$ cat src/rtl/conv_layer_sequencer_if.sv
// Output-plane write channel of conv_layer_sequencer.
//   out_valid : plane write request (sequencer -> buffer)
//   out_ready : buffer accepts; transfer on out_valid & out_ready
//   out_ch    : channel index of the plane being written
//   out_data  : packed output plane (PW bits)
// master = sequencer side, slave = layer output buffer side.
interface conv_layer_sequencer_if #(
    parameter int OCW = 4,
    parameter int PW  = 784
) ();
    logic           out_valid;
    logic           out_ready;
    logic [OCW-1:0] out_ch;
    logic [PW-1:0]  out_data;

    modport master (output out_valid, output out_ch, output out_data, input out_ready);
    modport slave  (input out_valid, input out_ch, input out_data, output out_ready);
endinterface

$ cat src/rtl/conv_layer_sequencer.sv
// conv_layer_sequencer
// Runs one binary convolution layer by time-multiplexing a single conv core
// over OC output channels. Per channel: present the channel index to the
// weight ROM, latch the returned IC*9-bit word into core_weights, enable the
// core until it reports done, capture its plane and write it out.
//
// Ports:
//   clk, rst          clock, asynchronous active-high reset
//   start, abort      layer start (sampled in IDLE) / abandon layer
//   busy, done        non-IDLE indicator / one-cycle layer-complete pulse
//   wt_addr, wt_data  weight ROM address (= channel) and 1-cycle-latency data
//   core_weights      weights held stable for the core during a pass
//   core_en           core run enable; low clears the core
//   core_done,core_img core completion pulse and its output plane
//   wr                output-plane write channel (conv_layer_sequencer_if.master)
//
// Optional: define CONV_SEQ_PERF_EN to add perf_cycles (busy cycles) and
// perf_stall (WRITE cycles with out_ready low), both saturating 32-bit.
module conv_layer_sequencer #(
    parameter int OC           = 16,
    parameter int IC           = 8,
    parameter int IMG_OUT_SIZE = 28,
    parameter int OCW          = ($clog2(OC) > 0) ? $clog2(OC) : 1
) (
    input  logic                                   clk,
    input  logic                                   rst,
    input  logic                                   start,
    input  logic                                   abort,
    output logic                                   busy,
    output logic                                   done,
    output logic [OCW-1:0]                         wt_addr,
    input  logic [IC*9-1:0]                        wt_data,
    output logic [IC*9-1:0]                        core_weights,
    output logic                                   core_en,
    input  logic                                   core_done,
    input  logic [IMG_OUT_SIZE*IMG_OUT_SIZE-1:0]   core_img,
    conv_layer_sequencer_if.master                 wr
`ifdef CONV_SEQ_PERF_EN
    ,
    output logic [31:0]                            perf_cycles,
    output logic [31:0]                            perf_stall
`endif
);

    typedef enum logic [2:0] {
        S_IDLE,
        S_FETCH,
        S_LOAD,
        S_RUN,
        S_WRITE
    } state_t;

    state_t         state_reg;
    logic [OCW-1:0] ch_reg;

    // The ROM address is simply the current channel register.
    assign wt_addr = ch_reg;

    always_ff @(posedge clk or posedge rst) begin
        if (rst) begin
            state_reg    <= S_IDLE;
            ch_reg       <= '0;
            busy         <= 1'b0;
            done         <= 1'b0;
            core_en      <= 1'b0;
            core_weights <= '0;
            wr.out_valid <= 1'b0;
            wr.out_ch    <= '0;
            wr.out_data  <= '0;
        end else begin
            done <= 1'b0;
            if (abort && (state_reg != S_IDLE)) begin
                // Abort wins over every other transition; the captured plane
                // is dropped by simply never presenting it again.
                state_reg    <= S_IDLE;
                busy         <= 1'b0;
                core_en      <= 1'b0;
                wr.out_valid <= 1'b0;
            end else begin
                case (state_reg)
                    S_IDLE: begin
                        if (start) begin
                            ch_reg    <= '0;
                            busy      <= 1'b1;
                            state_reg <= S_FETCH;
                        end
                    end
                    S_FETCH: begin
                        // wt_addr is valid this cycle; ROM data arrives in LOAD.
                        state_reg <= S_LOAD;
                    end
                    S_LOAD: begin
                        core_weights <= wt_data;
                        core_en      <= 1'b1;
                        state_reg    <= S_RUN;
                    end
                    S_RUN: begin
                        if (core_done) begin
                            wr.out_data  <= core_img;
                            wr.out_ch    <= ch_reg;
                            wr.out_valid <= 1'b1;
                            // Dropping the enable right away clears the core so
                            // it cannot start another pass on its own.
                            core_en      <= 1'b0;
                            state_reg    <= S_WRITE;
                        end
                    end
                    S_WRITE: begin
                        if (wr.out_ready) begin
                            wr.out_valid <= 1'b0;
                            if (ch_reg == OCW'(OC - 1)) begin
                                done      <= 1'b1;
                                busy      <= 1'b0;
                                state_reg <= S_IDLE;
                            end else begin
                                ch_reg    <= ch_reg + 1'b1;
                                state_reg <= S_FETCH;
                            end
                        end
                    end
                    default: begin
                        state_reg <= S_IDLE;
                    end
                endcase
            end
        end
    end

`ifdef CONV_SEQ_PERF_EN
    // Counters restart when a layer starts and otherwise hold in IDLE.
    always_ff @(posedge clk or posedge rst) begin
        if (rst) begin
            perf_cycles <= '0;
            perf_stall  <= '0;
        end else if ((state_reg == S_IDLE) && start) begin
            perf_cycles <= '0;
            perf_stall  <= '0;
        end else if (state_reg != S_IDLE) begin
            if (perf_cycles != 32'hFFFF_FFFF) begin
                perf_cycles <= perf_cycles + 32'd1;
            end
            if ((state_reg == S_WRITE) && !wr.out_ready && (perf_stall != 32'hFFFF_FFFF)) begin
                perf_stall <= perf_stall + 32'd1;
            end
        end
    end
`endif

endmodule

$ cat src/flat_wrapper.sv
// flat-port wrapper written by rule: the top's interface ports become plain ports
module conv_layer_sequencer_flat 
#(
    parameter int OC           = 16,
    parameter int IC           = 8,
    parameter int IMG_OUT_SIZE = 28,
    parameter int OCW          = ($clog2(OC) > 0) ? $clog2(OC) : 1
)
  (clk, rst, start, abort, busy, done, wt_addr, wt_data, core_weights, core_en, core_done, core_img, wr_out_valid, wr_out_ch, wr_out_data, wr_out_ready);
  conv_layer_sequencer_if #(.OCW(OCW)) wr_i ();
  input  logic clk;
  input  logic rst;
  input  logic start;
  input  logic abort;
  output logic busy;
  output logic done;
  output logic [OCW-1:0] wt_addr;
  input  logic [IC*9-1:0] wt_data;
  output logic [IC*9-1:0] core_weights;
  output logic core_en;
  input  logic core_done;
  input  logic [IMG_OUT_SIZE*IMG_OUT_SIZE-1:0] core_img;
  output wire logic [$bits(wr_i.out_valid)-1:0] wr_out_valid;
  output wire logic [$bits(wr_i.out_ch)-1:0] wr_out_ch;
  output wire logic [$bits(wr_i.out_data)-1:0] wr_out_data;
  input wire logic [$bits(wr_i.out_ready)-1:0] wr_out_ready;
  assign wr_out_valid = wr_i.out_valid;
  assign wr_out_ch = wr_i.out_ch;
  assign wr_out_data = wr_i.out_data;
  assign wr_i.out_ready = wr_out_ready;
  conv_layer_sequencer #(.OC(OC), .IC(IC), .IMG_OUT_SIZE(IMG_OUT_SIZE), .OCW(OCW)) u_core (.clk(clk), .rst(rst), .start(start), .abort(abort), .busy(busy), .done(done), .wt_addr(wt_addr), .wt_data(wt_data), .core_weights(core_weights), .core_en(core_en), .core_done(core_done), .core_img(core_img), .wr(wr_i));
endmodule
$ cat config.mk
export PLATFORM = sky130hd
export DESIGN_NAME = conv_layer_sequencer_flat
export DESIGN_NICKNAME = d
export VERILOG_FILES = /design/src/rtl/conv_layer_sequencer_if.sv /design/src/rtl/conv_layer_sequencer.sv /design/src/flat_wrapper.sv
export SDC_FILE = /design/constraint.sdc
export NUM_CORES = 1
export LEC_CHECK = 0
export ABC_AREA = 1
export CORE_AREA = 2 2 674 676
export CTS_CLUSTER_SIZE = 16
export DETAILED_ROUTE_END_ITERATION = 16
export DIE_AREA = 0 0 676 678
export GPL_ROUTABILITY_DRIVEN = 0
export PLACE_DENSITY = 0.3
export SYNTH_ARGS = -nofsm -noshare
export SYNTH_HDL_FRONTEND = slang
export SYNTH_SLANG_ARGS = --single-unit
$ cat constraint.sdc
create_clock -name clk -period 40.1 [get_ports clk]
set_input_delay 8.02 -clock clk [delete_from_list [all_inputs] [get_ports clk]]
set_output_delay 8.02 -clock clk [all_outputs]
set_load 0.01 [all_outputs]
==> results of run 1 <==
[stage by stage]
stage	total power, µW	hold WS (ns)	util	instance area, µm²
after floorplan	2210	0.504	-	34400
after global placement	3960	0.456	0.129	58200
after detailed placement	3950	0.457	0.129	58200
after CTS	5220	0.471	0.138	62500
after global routing	5380	0.478	0.138	62500
final	5070	0.464	0.139	62500
[area by class of cell]
cell class                      count  share of cell area
Sequential cell                   871               0.349
Timing Repair Buffer             1774               0.284
Multi-Input combinational cell   2646               0.178
Tap cell                         5976               0.120
Clock buffer                      191              0.0615
Clock inverter                     37             0.00687
Inverter                           15             0.00102
Antenna cell                       22            0.000881
[critical path: stages]
cell and delay [ns]:
sky130_fd_sc_hd__buf_2 0.43, sky130_fd_sc_hd__nand2_8 0.40, sky130_fd_sc_hd__nand2_8 0.48, sky130_fd_sc_hd__buf_4 0.72
sky130_fd_sc_hd__buf_12 0.43, sky130_fd_sc_hd__buf_4 0.81, sky130_fd_sc_hd__nand2_1 0.12, sky130_fd_sc_hd__nand2_1 0.10
[layout by cell type (no fill, tap or decap), drive strengths merged]
cell type      netlist  routed
nand2             1752    1752
clkdlybuf4s50        0    1728
dfrtp              871     871
nand3              799     799
clkbuf              22     191
o21ai               77      77
buf                261      46
inv                 15      25
diode                0      22
clkinv               0      15
nor2                 8       8
clkinvlp             0       6
bufinv               0       6
a21oi                3       3
nor3                 3       3
nand4                2       2
a31oi                1       1
ha                   1       1
[how the worst min path moves through the flow]
stage | endpoint | slack (ns)
after floorplan | u_core.busy | 0.50
after global placement | u_core.wr.out_data[266] | 0.46
after global routing | u_core.wr.out_data[97] | 0.48
final | u_core.wr.out_data[288] | 0.46
after detailed placement | u_core.wr.out_data[12] | 0.46
after CTS | u_core.wr.out_data[12] | 0.47
[power by group through the flow]
| stage | clock [µW] | sequential (µW) | combinational (µW) |
|---|---|---|---|
| 2_1_floorplan | 0 | 1680 | 534 |
| 3_3_place_gp | 0 | 1640 | 2310 |
| 3_5_place_dp | 0 | 1640 | 2310 |
| 4_1_cts | 1270 | 1640 | 2320 |
| 5_1_grt | 1290 | 1670 | 2420 |
| 6_report | 1200 | 1630 | 2240 |
[cell families (layout without fill, tap and decap cells)]
group	after synthesis	count (layout)	share of synthesized area
fa+ha+maj	1	1	0.000364
other cells	0	22	0
simple gates	2564	2564	0.310
compound gates	81	81	0.0118
buf+inv	298	2017	0.0441
flops	871	871	0.634
[synth_stat cells]
master and n:
sky130_fd_sc_hd__a21oi_1 3, sky130_fd_sc_hd__a31oi_1 1, sky130_fd_sc_hd__buf_2 239, sky130_fd_sc_hd__buf_4 18, sky130_fd_sc_hd__buf_6 4, sky130_fd_sc_hd__clkbuf_1 22
sky130_fd_sc_hd__dfrtp_1 871, sky130_fd_sc_hd__ha_1 1, sky130_fd_sc_hd__inv_1 13, sky130_fd_sc_hd__inv_2 2, sky130_fd_sc_hd__nand2_1 1750, sky130_fd_sc_hd__nand2_2 2
sky130_fd_sc_hd__nand3_1 798, sky130_fd_sc_hd__nand3_2 1, sky130_fd_sc_hd__nand4_1 2, sky130_fd_sc_hd__nor2_1 5, sky130_fd_sc_hd__nor2_2 1, sky130_fd_sc_hd__nor2_4 2
sky130_fd_sc_hd__nor3_1 3, sky130_fd_sc_hd__o21ai_0 77
[layer usage]
layer	global-route usage	part of all wire	wire, µm	vias up
met5	0	0.0013	429	-
met4	0.0447	0.037	12500	68
met3	0.0564	0.096	32300	583
met2	0.252	0.50	169000	1618
met1	0.153	0.36	123000	17800
li1	-	-	-	15600
==> summary.md, run 1 <==
| Metric | Value |
|---|---|
| Outcome | `finished clean` |
| Vias per inst | `between 3 and 4` |
| Gates resized, CTS repair | `0` |
| Storage cell area | `21800 µm²` |
| Total of endpoints with negative setup slack in the final report | `0` |
| Std cell rows | `247` |
| Final Routed Wirelength | `337000 µm` |
| Count of cell types in the netlist | `20` |
| Internal power component | `between 2000 and 3000 µW` |
| Number of vias in the routed layout | `about 36000` |
| Post-synthesis register bit count | `just under 900` |
| Fin Setup TNS | `0 ns` |
| Worst-case reg-to-reg path depth | `9` |
| Slack of the worst reg-to-reg path | `between 30 and 40 ns` |
| Switching fraction of total power | `0.430` |
| Critical path capture point | `u_core.wr.out_data[758]` |
| I/O pin count | `around 1700` |
| Filler Cells Inserted | `about 51000` |
| Wire length of the first global-routing pass | `around 420000 µm` |
| Worst-path fanout max | `130` |
| Area share of the leading cell type in the synthesized netlist | `0.634` |
| Share of the clock period used by the worst path | `0.289` |
| Pin count of the biggest net entering global routing | `165` |
| Post-synthesis sequential area ratio | `0.634` |
| Clock-pin transition on the worst setup and hold timing paths | `around 0.050 ns` |
| Post-Synthesis Mean Instance Area | `~9.0 µm²` |
| Final Critical Period | `about 12 ns` |
| Std-Cell Core Area | `451000 µm²` |
| Clk sinks | `around 870` |
| Overall die width | `676 µm` |
| Register ranked first by flip-flop count | `u_core.wr.out_data` |
| Leakage power | `~0.027 µW` |
| Clock Tree Root | `sky130_fd_sc_hd__clkbuf_16` |
| Global routing usage summed across all routing layers | `0.142` |
| Number of instances in the synthesized netlist | `approximately 3800` |
| Power density relative to cell area | `approximately 81 nW/µm²` |
| Flip-flop count of the largest register, all copies and words added | `between 700 and 800` |
| Switching power total | `between 2000 and 2500 µW` |
| Proportion of layout cells with a drive suffix above 1 | `0.0454` |
| Critical Path Start | `abort` |
| TritonCTS clock tree | `built` |
| # nets final | `around 6300` |
| Worst Slack Setup Final | `between 20 and 30 ns` |
| Total instance count after detailed placement | `between 10000 and 15000` |
| Achievable clock frequency | `between 0.08 and 0.09 GHz` |
| Total nets after synthesis | `around 4700` |
| Clk buf depth | `4` |
| Cell accounting for the most synthesized area | `sky130_fd_sc_hd__dfrtp_1` |
| Final hold violations | `0` |
| Place WS | `around 27 ns` |
| Cts-stage hold buffer count | `0` |
| Worst clock skew | `roughly 0.046 ns` |
| Die height | `678 µm` |
| Hold_sp | `u_core.wr.out_data[288]` |
| Full die area | `458000 µm²` |
| Average wire per cell in the routed design | `around 29 µm` |
| Signed area change from the synthesized netlist to the final layout | `81.8%` |
| Number of synthesis warnings | `0` |
| RSZ-0062 raised after global routing | `no` |
| Top flop regs | `u_core.wr.out_data: 784 flops, u_core.core_weights: 72 flops` |
| Number of nets with antenna violations after routing | `0` |
| Number of levels the H-tree was split into | `4` |
| Maximum vdd ir drop | `~0.033 mV` |
| Worst reg2reg startpoint | `u_core.state_reg[1]` |
| Terminus of the critical flop-to-flop path | `u_core.wr.out_data[758]` |
| Initial DRT Pass Iterations | `5` |
| Sequential group share of total power | `0.321` |
| Number of DRC markers after the initial detailed-route iteration | `between 2000 and 2500` |
| Vias in the first global route | `36600` |
| Starting density of the core | `0.0762` |
| Worst path arrival time | `around 12 ns` |
| Endpoint type of the worst setup path | `flip-flop` |
| Clock latency reported for the late side of the worst-skew pair | `between 0.8 and 0.9 ns` |
| Multi-input gate area in the final layout | `between 10000 and 15000 µm²` |
| Post-Syn Area | `between 30000 and 40000 µm²` |
| Setup Crit Path Kind | `primary input to flip-flop` |
| Worst slew pin tran | `1.35 ns` |
| Cts bufs inserted | `between 100 and 150` |
| Global route total overflow | `0` |
| Post-CTS Setup Inserts | `0` |
| Critical path startpoint category | `primary input` |
| Number of max-cap violations | `0` |
| Number of input and output port buffers inserted | `1729` |
| Number of max-slew violations in the final report | `0` |
| DRC | `0` |
| Slew headroom | `0.101` |
| Antenna violations before repair | `about 180` |
| Proportion of power drawn by combinational gates | `0.442` |
| Crit path required time | `40.88 ns` |
| Half-perimeter wire length after placement | `approximately 280000 µm` |
| Count of cells along the worst hold path | `2` |
| Part of the power in the clock network | `0.237` |
| Cell types occupying the most area after synthesis | `sky130_fd_sc_hd__dfrtp_1, sky130_fd_sc_hd__nand2_1, sky130_fd_sc_hd__nand3_1, sky130_fd_sc_hd__buf_2, sky130_fd_sc_hd__o21ai_0` |
| Count of placed standard cells in the final layout, fillers left out | `11500` |
| Worst Hold Class | `flip-flop to flip-flop` |
No activity file was read; power rests on OpenSTA's default activity.
==> run 2, diff against run 1 <==
--- a/config.mk
+++ b/config.mk
@@ -6,10 +6,10 @@
 export NUM_CORES = 1
 export LEC_CHECK = 0
 export ABC_AREA = 1
-export CORE_AREA = 2 2 674 676
+export CORE_AREA = 2 2 681 683
 export CTS_CLUSTER_SIZE = 16
 export DETAILED_ROUTE_END_ITERATION = 16
-export DIE_AREA = 0 0 676 678
+export DIE_AREA = 0 0 683 685
 export GPL_ROUTABILITY_DRIVEN = 0
 export PLACE_DENSITY = 0.3
 export SYNTH_ARGS = -nofsm -noshare
==> constraint.sdc (replaced) <==
create_clock -name clk -period 9.5 [get_ports clk]
set_input_delay 1.9 -clock clk [delete_from_list [all_inputs] [get_ports clk]]
set_output_delay 1.9 -clock clk [all_outputs]
set_load 0.01 [all_outputs]
==> summary.md, run 2 (synthesized netlist as in run 1, its figures left out) <==
| Metric | Value |
|---|---|
| Clock latency reported for the late side of the worst-skew pair | `0.85 ns (about the same)` |
| Number of levels the H-tree was split into | `4 (unchanged)` |
| Setup Crit Path Kind | `primary input to flip-flop (unchanged)` |
| Part of the power in the clock network | `0.241 (was 0.237)` |
| Std cell rows | `250 (was 247)` |
| Pin count of the biggest net entering global routing | `157 (was 165)` |
| Std-Cell Core Area | `461000 µm² (was 451000 µm²)` |
| Count of cells along the worst hold path | `2 (unchanged)` |
| Length of routed met3 wiring | `36200 µm (was 32300 µm)` |
| Filler Cells Inserted | `52600 (was 51400)` |
| Worst path arrival time | `5.22 ns (was 12.38 ns)` |
| TritonCTS clock tree | `built (unchanged)` |
| Worst-path fanout max | `86 (was 130)` |
| Antenna violations before repair | `182 (unchanged)` |
| Flip-flop count of the largest register, all copies and words added | `784 (unchanged)` |
| Sequential group share of total power | `0.309 (was 0.321)` |
| I/O pin count | `1730 (unchanged)` |
| Switching fraction of total power | `0.430 (about the same)` |
| Die height | `685 µm (was 678 µm)` |
| Final Critical Period | `around 4.5 ns` |
| Slack of the worst reg-to-reg path | `5.47 ns (was 35.45 ns)` |
| Routed wl met2 | `167000 µm (was 169000 µm)` |
| Storage cell area | `21800 µm² (unchanged)` |
| Global route total overflow | `0 (unchanged)` |
| Hold_sp | `u_core.wr.out_data[763] (was u_core.wr.out_data[288])` |
| Most common library cell in the layout ignoring fill and taps | `sky130_fd_sc_hd__nand2_1 (unchanged)` |
| Overall die width | `683 µm (was 676 µm)` |
| Global routing usage summed across all routing layers | `0.139 (was 0.142)` |
| Internal power component | `12300 µW (was 2890 µW)` |
| Number of max-cap violations | `0 (unchanged)` |
| Number of max-slew violations in the final report | `0 (unchanged)` |
| Gates resized, CTS repair | `0 (unchanged)` |
| Cts bufs inserted | `136 (was 135)` |
| # nets final | `6315 (was 6306)` |
| Commonest cells after routing, fill and taps aside | `sky130_fd_sc_hd__nand2_1, sky130_fd_sc_hd__clkdlybuf4s50_1, sky130_fd_sc_hd__dfrtp_1, sky130_fd_sc_hd__nand3_1, sky130_fd_sc_hd__clkbuf_16 (unchanged)` |
| DRC | `0 (unchanged)` |
| Post-CTS Setup Inserts | `0 (unchanged)` |
| Clk sinks | `871 (unchanged)` |
| Wire length of the first global-routing pass | `425000 µm (about the same)` |
| Multi-input gate area in the final layout | `11100 µm² (unchanged)` |
| Half-perimeter wire length after placement | `279000 µm (was 281000 µm)` |
| Post-placement cell area | `58500 µm² (was 58200 µm²)` |
| Total instance count after detailed placement | `11500 (was 11300)` |
| Worst clock skew | `0.0839 ns (was 0.0460 ns)` |
| Cts-stage hold buffer count | `0 (unchanged)` |
| Worst-case reg-to-reg path depth | `8 (was 9)` |
| Slew headroom | `0.194 (was 0.101)` |
| Number of DRC markers after the initial detailed-route iteration | `2455 (was 2221)` |
| Final hold violations | `0 (unchanged)` |
| Endpoint type of the worst setup path | `flip-flop (unchanged)` |
| Crit path required time | `10.25 ns (was 40.88 ns)` |
| Starting density of the core | `0.0745 (was 0.0762)` |
| Outcome | `finished clean (unchanged)` |
| Top layer used by detailed routing | `met5 (unchanged)` |
| Achievable clock frequency | `roughly 0.22 GHz` |
| Clock-pin transition on the worst setup and hold timing paths | `0.05 ns (about the same)` |
| Cell area after layout | `63000 µm² (was 62500 µm²)` |
| Number of nets with antenna violations after routing | `0 (unchanged)` |
| Share of the clock period used by the worst path | `0.471` |
| Average wire per cell in the routed design | `28.6 µm (was 29.3 µm)` |
| Switching power total | `9290 µW (was 2180 µW)` |
| RSZ-0062 raised after global routing | `no (unchanged)` |
| Terminus of the critical flop-to-flop path | `u_core.wr.out_data[92] (was u_core.wr.out_data[758])` |
| Full die area | `468000 µm² (was 458000 µm²)` |
| Signed area change from the synthesized netlist to the final layout | `83.3% (was 81.8%)` |
| Total of endpoints with negative setup slack in the final report | `0 (unchanged)` |
| Top flop regs | `u_core.wr.out_data: 784 flops, u_core.core_weights: 72 flops (unchanged)` |
| Clock Tree Root | `sky130_fd_sc_hd__clkbuf_16 (unchanged)` |
| Proportion of layout cells with a drive suffix above 1 | `0.0472 (was 0.0454)` |
| Worst hold margin | `0.467 ns (was 0.464 ns)` |
| Final Routed Wirelength | `337000 µm (about the same)` |
| Number of vias in the routed layout | `36000 (was 35700)` |
| End of the worst hold path | `u_core.wr.out_data[763] (was u_core.wr.out_data[288])` |
| Final Total Pwr | `21600 µW (was 5070 µW)` |
| Register ranked first by flip-flop count | `u_core.wr.out_data (unchanged)` |
| Number of input and output port buffers inserted | `1729 (unchanged)` |
| Worst Hold Class | `flip-flop to flip-flop (unchanged)` |
| Initial DRT Pass Iterations | `7 (was 5)` |
| Vias in the first global route | `36600 (about the same)` |
| Vias per inst | `3.06 (was 3.09)` |
| Maximum vdd ir drop | `0.129 mV (was 0.0329 mV)` |
| Count of placed standard cells in the final layout, fillers left out | `11800 (was 11500)` |
| Worst reg2reg startpoint | `u_core.state_reg[1] (unchanged)` |
| Worst slew pin tran | `1.21 ns (was 1.35 ns)` |
| Proportion of power drawn by combinational gates | `0.450 (was 0.442)` |
| Power density relative to cell area | `342 nW/µm² (was 81.2 nW/µm²)` |
| Clk buf depth | `4 (unchanged)` |
| M1 wire length | `121000 µm (was 123000 µm)` |
| Leakage power | `0.0273 µW (was 0.0272 µW)` |
| Final core utilization | `0.137 (was 0.139)` |
| Critical path startpoint category | `primary input (unchanged)` |
-- run 2: how the worst max path moves through the flow --
stage                                  from                       to  slack, ns  depth (start not counted)
after detailed placement          core_done  u_core.wr.out_data[494]       4.07                          8
after CTS                 u_core.wt_addr[1]               wt_addr[1]       4.84                          1
final                             core_done   u_core.wr.out_data[96]       5.02                          8
after global routing      u_core.wt_addr[1]               wt_addr[1]       4.85                          1
after floorplan                         rst              u_core.busy      -4.37                          1
after global placement            core_done  u_core.wr.out_data[494]       4.13                          8
-- run 2: final cells by class --
cell class,instances,share of cell area
antenna,45,0.00179
inverter,15,0.000953
clock buffer,190,0.0605
tap,6174,0.123
multi-input combinational,2646,0.176
clock inverter,41,0.00927
timing repair buffer,1782,0.283
sequential,871,0.346
-- run 2: critical path, stage by stage --
cell and delay [ns]:
sky130_fd_sc_hd__clkdlybuf4s50_1 0.52, sky130_fd_sc_hd__inv_1 0.10, sky130_fd_sc_hd__nor2_4 0.23, sky130_fd_sc_hd__buf_4 0.53, sky130_fd_sc_hd__buf_4 0.53, sky130_fd_sc_hd__buf_4 0.79, sky130_fd_sc_hd__nand3_1 0.23, sky130_fd_sc_hd__nand2_1 0.13
-- run 2: metal layers --
metal  GRT usage  up-vias
met1       0.148    18100
li1            -    15600
met5           0        -
met3      0.0618      565
met2       0.244     1689
met4      0.0428       36
-- run 2: power by group through the flow --
stage / Clock (µW) / Sequential [µW] / Combinational, µW
6_report: 5200 / 6670 / 9710
5_1_grt: 5570 / 6870 / 10500
4_1_cts: 5460 / 6690 / 10100
3_5_place_dp: 0 / 6710 / 10000
3_3_place_gp: 0 / 6690 / 10100
2_1_floorplan: 0 / 7080 / 2260
-- run 2: through the flow --
stage	TNS (ns)	setup WS, ns
finish	0	5.02
CTS	0	4.84
global route	0	4.85
floorplan	-3809.62	-4.37
global placement	0	4.13
detailed placement	0	4.07
